### config.mk
export PLATFORM = sky130hd
export DESIGN_NAME = histeq_ctrl
export DESIGN_NICKNAME = d
export VERILOG_FILES = /design/src/rtl/histeq_pkg.sv /design/src/rtl/histeq_div.sv /design/src/rtl/histeq_ctrl.sv
export SDC_FILE = /design/constraint.sdc
export NUM_CORES = 1
export LEC_CHECK = 0
export BUFFER_PORTS_ARGS = -buffer_cell sky130_fd_sc_hd__buf_2
export CELL_PAD_IN_SITES_DETAIL_PLACEMENT = 1
export CELL_PAD_IN_SITES_GLOBAL_PLACEMENT = 1
export CORE_AREA = 4 4 210 212
export DETAILED_ROUTE_END_ITERATION = 10
export DIE_AREA = 0 0 214 216
export MAX_ROUTING_LAYER = met4
export PLACE_DENSITY_LB_ADDON = 0.08
export SLEW_MARGIN = 40
export SYNTH_ARGS = -nofsm -noshare
export SYNTH_HDL_FRONTEND = slang
export SYNTH_SLANG_ARGS = --single-unit
### constraint.sdc
create_clock -name i_clk -period 19.2 [get_ports i_clk]
set_clock_uncertainty 0.15 [all_clocks]
set_input_delay 1.92 -clock i_clk [delete_from_list [all_inputs] [get_ports i_clk]]
set_output_delay 1.92 -clock i_clk [all_outputs]
set_load 0.01 [all_outputs]
### src/rtl/histeq_pkg.sv
// Shared types and constants for the histogram-equalization frame controller.
// Contents: controller state enum, default frame size, LUT word width and
// the maximum equalized output level.
package histeq_pkg;

    localparam int unsigned FramePixelsDef = 640 * 480;
    localparam int unsigned LutWidth       = 8;
    localparam int unsigned MaxLevel       = 255;

    typedef enum logic [2:0] {
        S_CLEAR,
        S_IDLE,
        S_ACCUM,
        S_REQ,
        S_WAIT,
        S_DIV,
        S_WRITE,
        S_DONE
    } state_e;

endpackage

### src/rtl/histeq_div.sv
// Restoring divider producing an 8-bit floor quotient in LutWidth iterations.
// The caller guarantees i_num < 256 * i_den, so only the top 8 quotient bits exist.
// Ports:
//   i_clk, i_reset      clock, async active-high reset
//   i_start             one-cycle start; operands sampled on this edge
//   i_num, i_den        numerator / denominator
//   o_done              one-cycle pulse, LutWidth cycles after start
//   o_quot              quotient, valid while o_done is high
module histeq_div
    import histeq_pkg::*;
#(
    parameter int unsigned NumWidth = 27,
    parameter int unsigned DenWidth = 19
) (
    input  logic                i_clk,
    input  logic                i_reset,
    input  logic                i_start,
    input  logic [NumWidth-1:0] i_num,
    input  logic [DenWidth-1:0] i_den,
    output logic                o_done,
    output logic [LutWidth-1:0] o_quot
);

    localparam int unsigned IterWidth = $clog2(LutWidth);

    logic [NumWidth-1:0]  rem_q;
    logic [NumWidth-1:0]  dsh_q;
    logic [NumWidth-1:0]  den_top_c;
    logic [LutWidth-1:0]  quot_q;
    logic [IterWidth-1:0] iter_q;
    logic                 busy_q;
    logic                 first_ge_c;
    logic                 step_ge_c;

    // The first (MSB) iteration is folded into the start edge so done lands LutWidth cycles later.
    assign den_top_c  = NumWidth'(i_den) << (LutWidth - 1);
    assign first_ge_c = i_num >= den_top_c;
    assign step_ge_c  = rem_q >= dsh_q;
    assign o_quot     = quot_q;

    always_ff @(posedge i_clk or posedge i_reset) begin
        if (i_reset) begin
            rem_q  <= '0;
            dsh_q  <= '0;
            quot_q <= '0;
            iter_q <= '0;
            busy_q <= 1'b0;
            o_done <= 1'b0;
        end else begin
            o_done <= 1'b0;
            if (i_start) begin
                rem_q  <= first_ge_c ? i_num - den_top_c : i_num;
                quot_q <= LutWidth'(first_ge_c);
                dsh_q  <= den_top_c >> 1;
                iter_q <= IterWidth'(LutWidth - 1);
                busy_q <= 1'b1;
            end else if (busy_q) begin
                rem_q  <= step_ge_c ? rem_q - dsh_q : rem_q;
                quot_q <= {quot_q[LutWidth-2:0], step_ge_c};
                dsh_q  <= dsh_q >> 1;
                iter_q <= iter_q - IterWidth'(1);
                if (iter_q == IterWidth'(1)) begin
                    busy_q <= 1'b0;
                    o_done <= 1'b1;
                end
            end
        end
    end

endmodule

### src/rtl/histeq_ctrl.sv
// Frame sequencer for histogram equalization: gates one frame of pixels into
// the threshold-counter bank, scans the bank bin by bin, computes each
// equalized level, writes it to the inactive LUT bank, then clears the bank.
// Ports:
//   i_clk, i_reset                 clock, async active-high reset
//   i_enable                       permits a new frame to start
//   i_pixel_valid / o_pixel_ready  upstream pixel handshake
//   o_cdf_pixel_valid              accepted-pixel strobe to the counter bank
//   o_cdf_reset_n                  one-cycle synchronous clear to the counter bank
//   o_bin_sel / i_cdf_value        bank read-mux select and registered result
//   o_lut_we/addr/data             LUT write port
//   o_lut_bank                     bank currently read by the mapper
//   o_frame_done / o_cdf_error     end-of-build pulse and total-count check
module histeq_ctrl
    import histeq_pkg::*;
#(
    parameter int unsigned DataWidth   = 8,
    parameter int unsigned FramePixels = FramePixelsDef,
    parameter int unsigned CountWidth  = $clog2(640 * 480)
) (
    input  logic                  i_clk,
    input  logic                  i_reset,
    input  logic                  i_enable,
    input  logic                  i_pixel_valid,
    output logic                  o_pixel_ready,
    output logic                  o_cdf_pixel_valid,
    output logic                  o_cdf_reset_n,
    output logic [DataWidth-1:0]  o_bin_sel,
    input  logic [CountWidth-1:0] i_cdf_value,
    output logic                  o_lut_we,
    output logic [DataWidth-1:0]  o_lut_addr,
    output logic [LutWidth-1:0]   o_lut_data,
    output logic                  o_lut_bank,
    output logic                  o_frame_done,
    output logic                  o_cdf_error
);

    localparam int unsigned            NumWidth   = CountWidth + LutWidth;
    localparam logic [DataWidth-1:0]   MaxBin     = '1;
    localparam logic [CountWidth-1:0]  FrameCount = CountWidth'(FramePixels);
    localparam logic [CountWidth-1:0]  LastPixel  = CountWidth'(FramePixels - 1);

    state_e                state_q, state_next;
    logic [CountWidth-1:0] pix_cnt_q;
    logic [DataWidth-1:0]  bin_q;
    logic [CountWidth-1:0] cdf_q;
    logic [CountWidth-1:0] cdf_min_q;
    logic                  min_valid_q;
    logic [LutWidth-1:0]   lut_q;

    logic                  pixel_ready_q, lut_we_q, frame_done_q, cdf_error_q;
    logic                  cdf_reset_n_q, bank_q;
    logic                  pixel_ready_d, lut_we_d, frame_done_d, cdf_error_d;
    logic                  cdf_reset_n_d;

    logic                  accept_c, last_pixel_c, zero_bin_c, den_zero_c, div_start_c;
    logic [CountWidth-1:0] min_sel_c, den_c;
    logic [NumWidth-1:0]   num_c;
    logic                  div_done;
    logic [LutWidth-1:0]   div_quot;

    assign accept_c     = i_pixel_valid & pixel_ready_q;
    assign last_pixel_c = pix_cnt_q == LastPixel;

    // Bin decision in WAIT: the first nonzero cdf becomes cdf_min on the fly.
    assign min_sel_c   = min_valid_q ? cdf_min_q : i_cdf_value;
    assign zero_bin_c  = !min_valid_q && (i_cdf_value == '0);
    assign den_c       = FrameCount - min_sel_c;
    assign den_zero_c  = den_c == '0;
    assign num_c       = NumWidth'(i_cdf_value - min_sel_c) * NumWidth'(MaxLevel);
    assign div_start_c = (state_q == S_WAIT) && !zero_bin_c && !den_zero_c;

    histeq_div #(
        .NumWidth (NumWidth),
        .DenWidth (CountWidth)
    ) u_div (
        .i_clk   (i_clk),
        .i_reset (i_reset),
        .i_start (div_start_c),
        .i_num   (num_c),
        .i_den   (den_c),
        .o_done  (div_done),
        .o_quot  (div_quot)
    );

    // State register
    always_ff @(posedge i_clk or posedge i_reset) begin
        if (i_reset) state_q <= S_CLEAR;
        else         state_q <= state_next;
    end

    // Next-state logic
    always_comb begin
        state_next = state_q;
        case (state_q)
            S_CLEAR: state_next = S_IDLE;
            S_IDLE:  if (i_enable) state_next = S_ACCUM;
            S_ACCUM: if (accept_c && last_pixel_c) state_next = S_REQ;
            S_REQ:   state_next = S_WAIT;
            S_WAIT:  state_next = (zero_bin_c || den_zero_c) ? S_WRITE : S_DIV;
            S_DIV:   if (div_done) state_next = S_WRITE;
            S_WRITE: state_next = (bin_q == MaxBin) ? S_DONE : S_REQ;
            S_DONE:  state_next = S_CLEAR;
            default: state_next = S_CLEAR;
        endcase
    end

    // Output decode; strobes follow the upcoming state so their registers align with it.
    always_comb begin
        pixel_ready_d = state_next == S_ACCUM;
        lut_we_d      = state_next == S_WRITE;
        frame_done_d  = state_next == S_DONE;
        cdf_error_d   = (state_next == S_DONE) && (cdf_q != FrameCount);
        cdf_reset_n_d = state_q != S_CLEAR;
    end

    // Output registers; the counter clear lands in the cycle after CLEAR.
    always_ff @(posedge i_clk or posedge i_reset) begin
        if (i_reset) begin
            pixel_ready_q <= 1'b0;
            lut_we_q      <= 1'b0;
            frame_done_q  <= 1'b0;
            cdf_error_q   <= 1'b0;
            cdf_reset_n_q <= 1'b1;
            bank_q        <= 1'b0;
        end else begin
            pixel_ready_q <= pixel_ready_d;
            lut_we_q      <= lut_we_d;
            frame_done_q  <= frame_done_d;
            cdf_error_q   <= cdf_error_d;
            cdf_reset_n_q <= cdf_reset_n_d;
            bank_q        <= bank_q ^ frame_done_d;
        end
    end

    // Pixel counter, bin index, cdf_min and equalized level
    always_ff @(posedge i_clk or posedge i_reset) begin
        if (i_reset) begin
            pix_cnt_q   <= '0;
            bin_q       <= '0;
            cdf_q       <= '0;
            cdf_min_q   <= '0;
            min_valid_q <= 1'b0;
            lut_q       <= '0;
        end else begin
            case (state_q)
                S_ACCUM: begin
                    if (accept_c) begin
                        if (last_pixel_c) begin
                            pix_cnt_q <= '0;
                            bin_q     <= '0;
                        end else begin
                            pix_cnt_q <= pix_cnt_q + CountWidth'(1);
                        end
                    end
                end
                S_WAIT: begin
                    cdf_q <= i_cdf_value;
                    if (zero_bin_c) begin
                        lut_q <= '0;
                    end else begin
                        if (!min_valid_q) begin
                            cdf_min_q   <= i_cdf_value;
                            min_valid_q <= 1'b1;
                        end
                        if (den_zero_c) lut_q <= LutWidth'(bin_q);
                    end
                end
                S_DIV:   if (div_done) lut_q <= div_quot;
                S_WRITE: if (bin_q != MaxBin) bin_q <= bin_q + DataWidth'(1);
                S_DONE: begin
                    cdf_min_q   <= '0;
                    min_valid_q <= 1'b0;
                end
                default: ;
            endcase
        end
    end

    assign o_pixel_ready     = pixel_ready_q;
    assign o_cdf_pixel_valid = i_pixel_valid & pixel_ready_q;
    assign o_cdf_reset_n     = cdf_reset_n_q;
    assign o_bin_sel         = bin_q;
    assign o_lut_we          = lut_we_q;
    assign o_lut_addr        = bin_q;
    assign o_lut_data        = lut_q;
    assign o_lut_bank        = bank_q;
    assign o_frame_done      = frame_done_q;
    assign o_cdf_error       = cdf_error_q;

endmodule

==> results of run 1 <==
metal layers:
layer  share of wire  vias up
li1                -     5678
met1            0.50     5790
met2            0.45      108
met3           0.023       40
met4           0.025        0
met5               0        -
kinds of logic (layout without fill, tap and decap cells):
group | count (synthesis) | count (layout)
XOR/XNOR | 119 | 119
AO/OA/AOI/OAI | 375 | 375
AND/OR/NAND/NOR | 436 | 436
multiplexers | 85 | 85
buffers and inverters | 261 | 304
adder cells (fa/ha/maj) | 208 | 208
flip-flops | 148 | 148
layout make-up:
class                   instances  area (um2)  share of cell area
inverters                     205       777.0             0.04847
clock inverters                11       138.9            0.008664
well taps                     539       674.4             0.04207
repair buffers                 68       381.6             0.02381
multi-input cells            1223        9886              0.6167
flip-flops and latches        148        3706              0.2312
clock buffers                  20       466.7             0.02911
layout by cell type (no fill, tap or decap), types with 45 or more instances in the layout:
master / n
buf_2: 53
a21oi_1: 110
xnor2_1: 67
nand2_1: 117
inv_1: 204
xor2_1: 45
dfrtp_1: 146
ha_1: 120
o21ai_0: 93
fa_1: 88
nor2_1: 91
mux2i_1: 56
worst max path at each step:
stage                            to  slack, ns  cells after the start
global route        u_div.rem_q[17]       6.69                     41
global placement    u_div.rem_q[17]       7.27                     43
CTS                 u_div.rem_q[17]       7.45                     43
finish              u_div.rem_q[17]       7.46                     43
detailed placement  u_div.rem_q[17]       7.01                     43
floorplan           u_div.rem_q[12]       8.63                     41
synthesized netlist by cell type, drive strengths merged (4+ instances only):
| cell | number | share of area |
|---|---|---|
| a31oi | 14 | 0.0060 |
| clkbuf | 32 | 0.0082 |
| or2 | 8 | 0.0034 |
| buf | 24 | 0.010 |
| and2 | 8 | 0.0034 |
| nand3 | 44 | 0.015 |
| nor4b | 4 | 0.0024 |
| xor2 | 48 | 0.029 |
| and4 | 4 | 0.0026 |
| xnor2 | 70 | 0.043 |
| o21ai | 96 | 0.033 |
| inv | 205 | 0.053 |
| mux2 | 28 | 0.022 |
| nor2 | 93 | 0.024 |
| and3 | 13 | 0.0056 |
| o21bai | 4 | 0.0021 |
| mux2i | 57 | 0.039 |
| o41ai | 4 | 0.0024 |
| o211a | 17 | 0.012 |
| nand4 | 24 | 0.010 |
| a211o | 4 | 0.0024 |
| a2bb2oi | 9 | 0.0054 |
| nor4 | 15 | 0.0073 |
| fa | 88 | 0.12 |
| nand2b | 23 | 0.0099 |
| a21o | 41 | 0.021 |
| dfrtp | 147 | 0.25 |
| o211ai | 6 | 0.0031 |
| a211oi | 15 | 0.0081 |
| o22ai | 8 | 0.0034 |
| o31ai | 5 | 0.0026 |
| nor3b | 6 | 0.0031 |
| nand2 | 118 | 0.031 |
| a21oi | 111 | 0.038 |
| or3 | 8 | 0.0038 |
| nor2b | 27 | 0.012 |
| o21a | 12 | 0.0062 |
| nor3 | 29 | 0.010 |
| ha | 120 | 0.10 |
sequential cells by signal (all words and copies together) (netlist names):
signal,cells
u_div.busy_q,1
u_div.rem_q,27
o_lut_bank,1
o_lut_data,8
cdf_q,19
pix_cnt_q,19
o_frame_done,1
o_bin_sel,8
u_div.dsh_q,25
u_div.o_done,1
u_div.o_quot,8
o_cdf_reset_n,1
cdf_min_q,19
state_q,3
o_pixel_ready,1
min_valid_q,1
o_lut_we,1
u_div.iter_q,3
o_cdf_error,1
metrics by stage:
step	std cells	worst slack, ns	hold slack, ns	cell area, um2	utilization
floorplan	1632	8.626	0.2882	14570	-
global placement	2183	7.268	0.3066	15360	0.3663
detailed placement	2183	7.007	0.3139	15420	0.3675
CTS	2214	7.454	0.3303	16020	0.3820
global route	2214	6.691	0.3491	16030	0.3822
finish	2214	7.457	0.3258	16030	0.3822
worst reg2reg max path: cells and delay by family, from the launching register on:
kind / cells / cell delay, ns
adder cells (fa/ha/maj): 8 / 3.46
AO/OA/AOI/OAI: 17 / 2.88
AND/OR/NAND/NOR: 7 / 1.54
buffers and inverters: 7 / 1.20
multiplexers: 2 / 0.67
XOR/XNOR: 2 / 0.65
flip-flops: 1 / 0.32
==> flow_summary.toml, run 1 <==
[worst_setup_path]
rr_worst_depth = 43
criticalPathCategory = "input port to flop"
cp_num_buf_inv = 7
regToRegSetupSlack_ns = 8.19
cp.required_ns = 19.36
cp_max_fo = 13
critPathMaxStageDelay_ns = 0.60
regToRegEndpoint = "u_div.rem_q[17]"
critPathArrivalTime_ns = 11.90
critPathTopFamily = "adder cells"
path_common_cell = "a21oi_1"
endpoint_kind = "flop"
timing.rr.start = "min_valid_q"
slowest_stage = "nor2_2"
start_kind = "input port"
critPathLaunch = "i_cdf_value[0]"

[logic_synthesis]
syn_inst = 1632
synth_area_per_cell_um2 = 8.928
yosys.area_share.simple = 0.1517
ys.warnings.count = 0
ys_seq_area_frac = 0.2543
yosysUniqueCellTypes = 85
netlist_area_um2 = 14570
synth_edf_count = 0
synth_fp_nets = 1863
synth_mux_area_frac = 0.06106
synth_compound_area_frac = 0.1640
ys.flop_type = "dfrtp_1"
ys_ff_latch = 148
synth-async-reset-ratio = 1.000
synth_top_family_by_area = "adder cells"
synthAdderAreaFrac = 0.2240
synth_xor_area_frac = 0.07377

[global_routing]
met2_usage = 0.2972
grtUsageMet1 = 0.2637
grtUsageMet3 = 0.02897
grt_first_pass_wirelength_um = 69550
grt_pass1_vias = 12120
grt_max_degree = 86
top_usage_layer = "met2"
grt-ovfl-total = 0
grt_antenna_before_repair = 1
grt.total_usage = 0.1924

[routing]
viasPerCell = 5.247
detail-route-antenna-nets = 0
wirelength_um = 42390
vias = 11620
post_drt_wl_per_cell_um = 19.14
route.detailed.drc = 0
firstDrtPassIters = 4
drtIter0Drc = 501

[finish]
synthToLayoutAreaGrowth_pct = 10.02
drive_above_1_share = 0.09910
diodes = 0
nets = 1894
n_fill_cell = 4877

[sta]
slew_viol_final = 0
setup_violations = 0
rsz0062_at_grt = "no"
min_period_ns = 11.74
min_period_over_period = 0.6116
relSlewSlack = 0.4556
fmax_mhz = 85.16
setup-tns-final_ns = 0
worst_pin_slew_ns = 0.8166
finalHoldViolCount = 0

[die]
die-area_um2 = 46220
rows = 75
die_h_um = 216
start_util = 0.3474
die_w_um = 214
boundaryPins = 54
fp.coreArea_um2 = 41950

[clock_tree]
clockBufferDepth = 2
cts-hold-fix-buffers = 0
cts_tree = "built"
postCtsSetupBuffers = 0
cts_resized = 0
root_buffer = "clkbuf_16"
clock_sinks = 148
htreeDepth = 4
cts_buffers = 17
clkLatencyLatePin_ns = 0.46
clk_pin_slew_ns = 0.07

[worst_hold_path]
min_from = "u_div.iter_q[2]"
hp-class = "flop to flop"
hold_end = "u_div.o_done"
min_path_cells = 1

[placement]
dp_hpwl_um = 33880
gp_congestion = 0.8143
numPortBuffers = 53

[run]
max_cap_viol_count = 0

[run_status]
status = "finished, final reports clean"
Power of run 1 is not shown: default switching activity piles up to over one toggle a cycle in this logic, so the estimate is an artifact.
==> run 2, diff against run 1 <==
Clock period 19.2 ns to 12.3 ns, I/O delays scaled along.
==> run 2 against run 1 <==
  * Cell area is essentially flat
  * Clock-buffer cell count down 1
  * Sequential share of layout area is essentially flat
  * Non-clock buffer count increased by 4
  * Worst setup slack worse by 6.2 ns
  * Register-to-register slack worse by 6.8 ns
  * Flip-flop and latch count unchanged
  * Final cell count rose by 0.23%
  * Highest routed layer unchanged
==> flow_summary.toml, run 2 (same netlist as run 1, synthesis figures left out) <==
[sta]
setup-tns-final_ns = 0
setup_violations = 0
relSlewSlack = 0.4605
slew_viol_final = 0
fmax_mhz = 90.90
whs_ns = 0.3141
rsz0062_at_grt = "no"
min_period_ns = 11.00
worst_pin_slew_ns = 0.8092
min_period_over_period = 0.8944
finalHoldViolCount = 0

[die]
boundaryPins = 54
die_w_um = 214
die_h_um = 216
fp.coreArea_um2 = 41950
rows = 75
start_util = 0.3474
die-area_um2 = 46220

[clock_tree]
clkLatencyLatePin_ns = 0.46
postCtsSetupBuffers = 0
root_buffer = "clkbuf_16"
cts-hold-fix-buffers = 0
clock_sinks = 148
htreeDepth = 4
cts_resized = 0
cts_buffers = 17
clockBufferDepth = 2
cts_tree = "built"
clk_pin_slew_ns = 0.06

[finish]
largestRegisters = "u_div.rem_q x27, u_div.dsh_q x25"
register_area_um2 = 3707
drive_above_1_share = 0.1012
regMostFlops = "u_div.rem_q"
multi_input_area_um2 = 9876
nets = 1898
largest_reg_flops = 27
diodes = 0
layout_common_cells = "inv_1 (204), dfrtp_1 (145), ha_1 (120)"
mostFrequentLayoutCell = "inv_1"
n_fill_cell = 4865
synthToLayoutAreaGrowth_pct = 10.03

[global_routing]
grt_max_degree = 76
grt.total_usage = 0.1912
grt-ovfl-total = 0
grt_first_pass_wirelength_um = 68910
grt_pass1_vias = 12140
grt_antenna_before_repair = 1

[worst_setup_path]
slowest_stage = "fa_1"
cp.required_ns = 12.45
cp_max_fo = 17
path_common_cell = "a21oi_1"
critPathArrivalTime_ns = 11.15
criticalPathCategory = "input port to flop"
start_kind = "input port"
critPathTopFamily = "adder cells"
cp_num_buf_inv = 7
critPathMaxStageDelay_ns = 0.57
endpoint_kind = "flop"

[routing]
viasPerCell = 5.213
detail-route-antenna-nets = 0
wirelength_um = 42330
firstDrtPassIters = 5
vias = 11570
route.detailed.drc = 0
drtIter0Drc = 533
post_drt_wl_per_cell_um = 19.08

[placement]
gp_congestion = 0.8584
numPortBuffers = 53
dp_hpwl_um = 33510

[run]
max_cap_viol_count = 0

[run_status]
status = "finished, final reports clean"

[worst_hold_path]
hp-class = "flop to flop"
-- run 2: metal layers --
layer	part of all wire	track usage	routed length, um
met3	0.018	0.02644	764
met2	0.46	0.3036	19670
met1	0.50	0.2584	20990
met4	0.021	0.05187	905
met5	0	-	0
-- run 2: through the flow --
stage,setup slack (ns),instances,utilization,area [um2]
5_1_grt,0.6372,2219,0.3822,16030
3_5_place_dp,0.8586,2187,0.3681,15440
6_report,1.299,2219,0.3822,16030
4_1_cts,1.138,2219,0.3821,16030
2_1_floorplan,2.416,1632,-,14570
3_3_place_gp,1.134,2187,0.3670,15390
-- run 2: final timing paths --
path	to	depth (start not counted)	slack (ns)	startpoint
worst max-delay path	u_div.rem_q[10]	43	1.30	i_cdf_value[0]
min in group asynchronous	u_div.dsh_q[0]	2	0.76	i_reset
worst min register to register	pix_cnt_q[4]	1	0.31	pix_cnt_q[4]
worst max register to register	u_div.rem_q[10]	42	1.41	min_valid_q
worst min-delay path	pix_cnt_q[4]	1	0.31	pix_cnt_q[4]
max in group asynchronous	min_valid_q	3	10.02	i_reset
-- run 2: cell type report --
| class | instances | area share |
|---|---|---|
| clock buffers | 19 | 0.02763 |
| clock inverters | 13 | 0.009053 |
| well taps | 539 | 0.04207 |
| repair buffers | 72 | 0.02568 |
| inverters | 205 | 0.04831 |
| multi-input cells | 1223 | 0.6160 |
| flip-flops and latches | 148 | 0.2313 |
Power of run 2 is left out for the same reason.
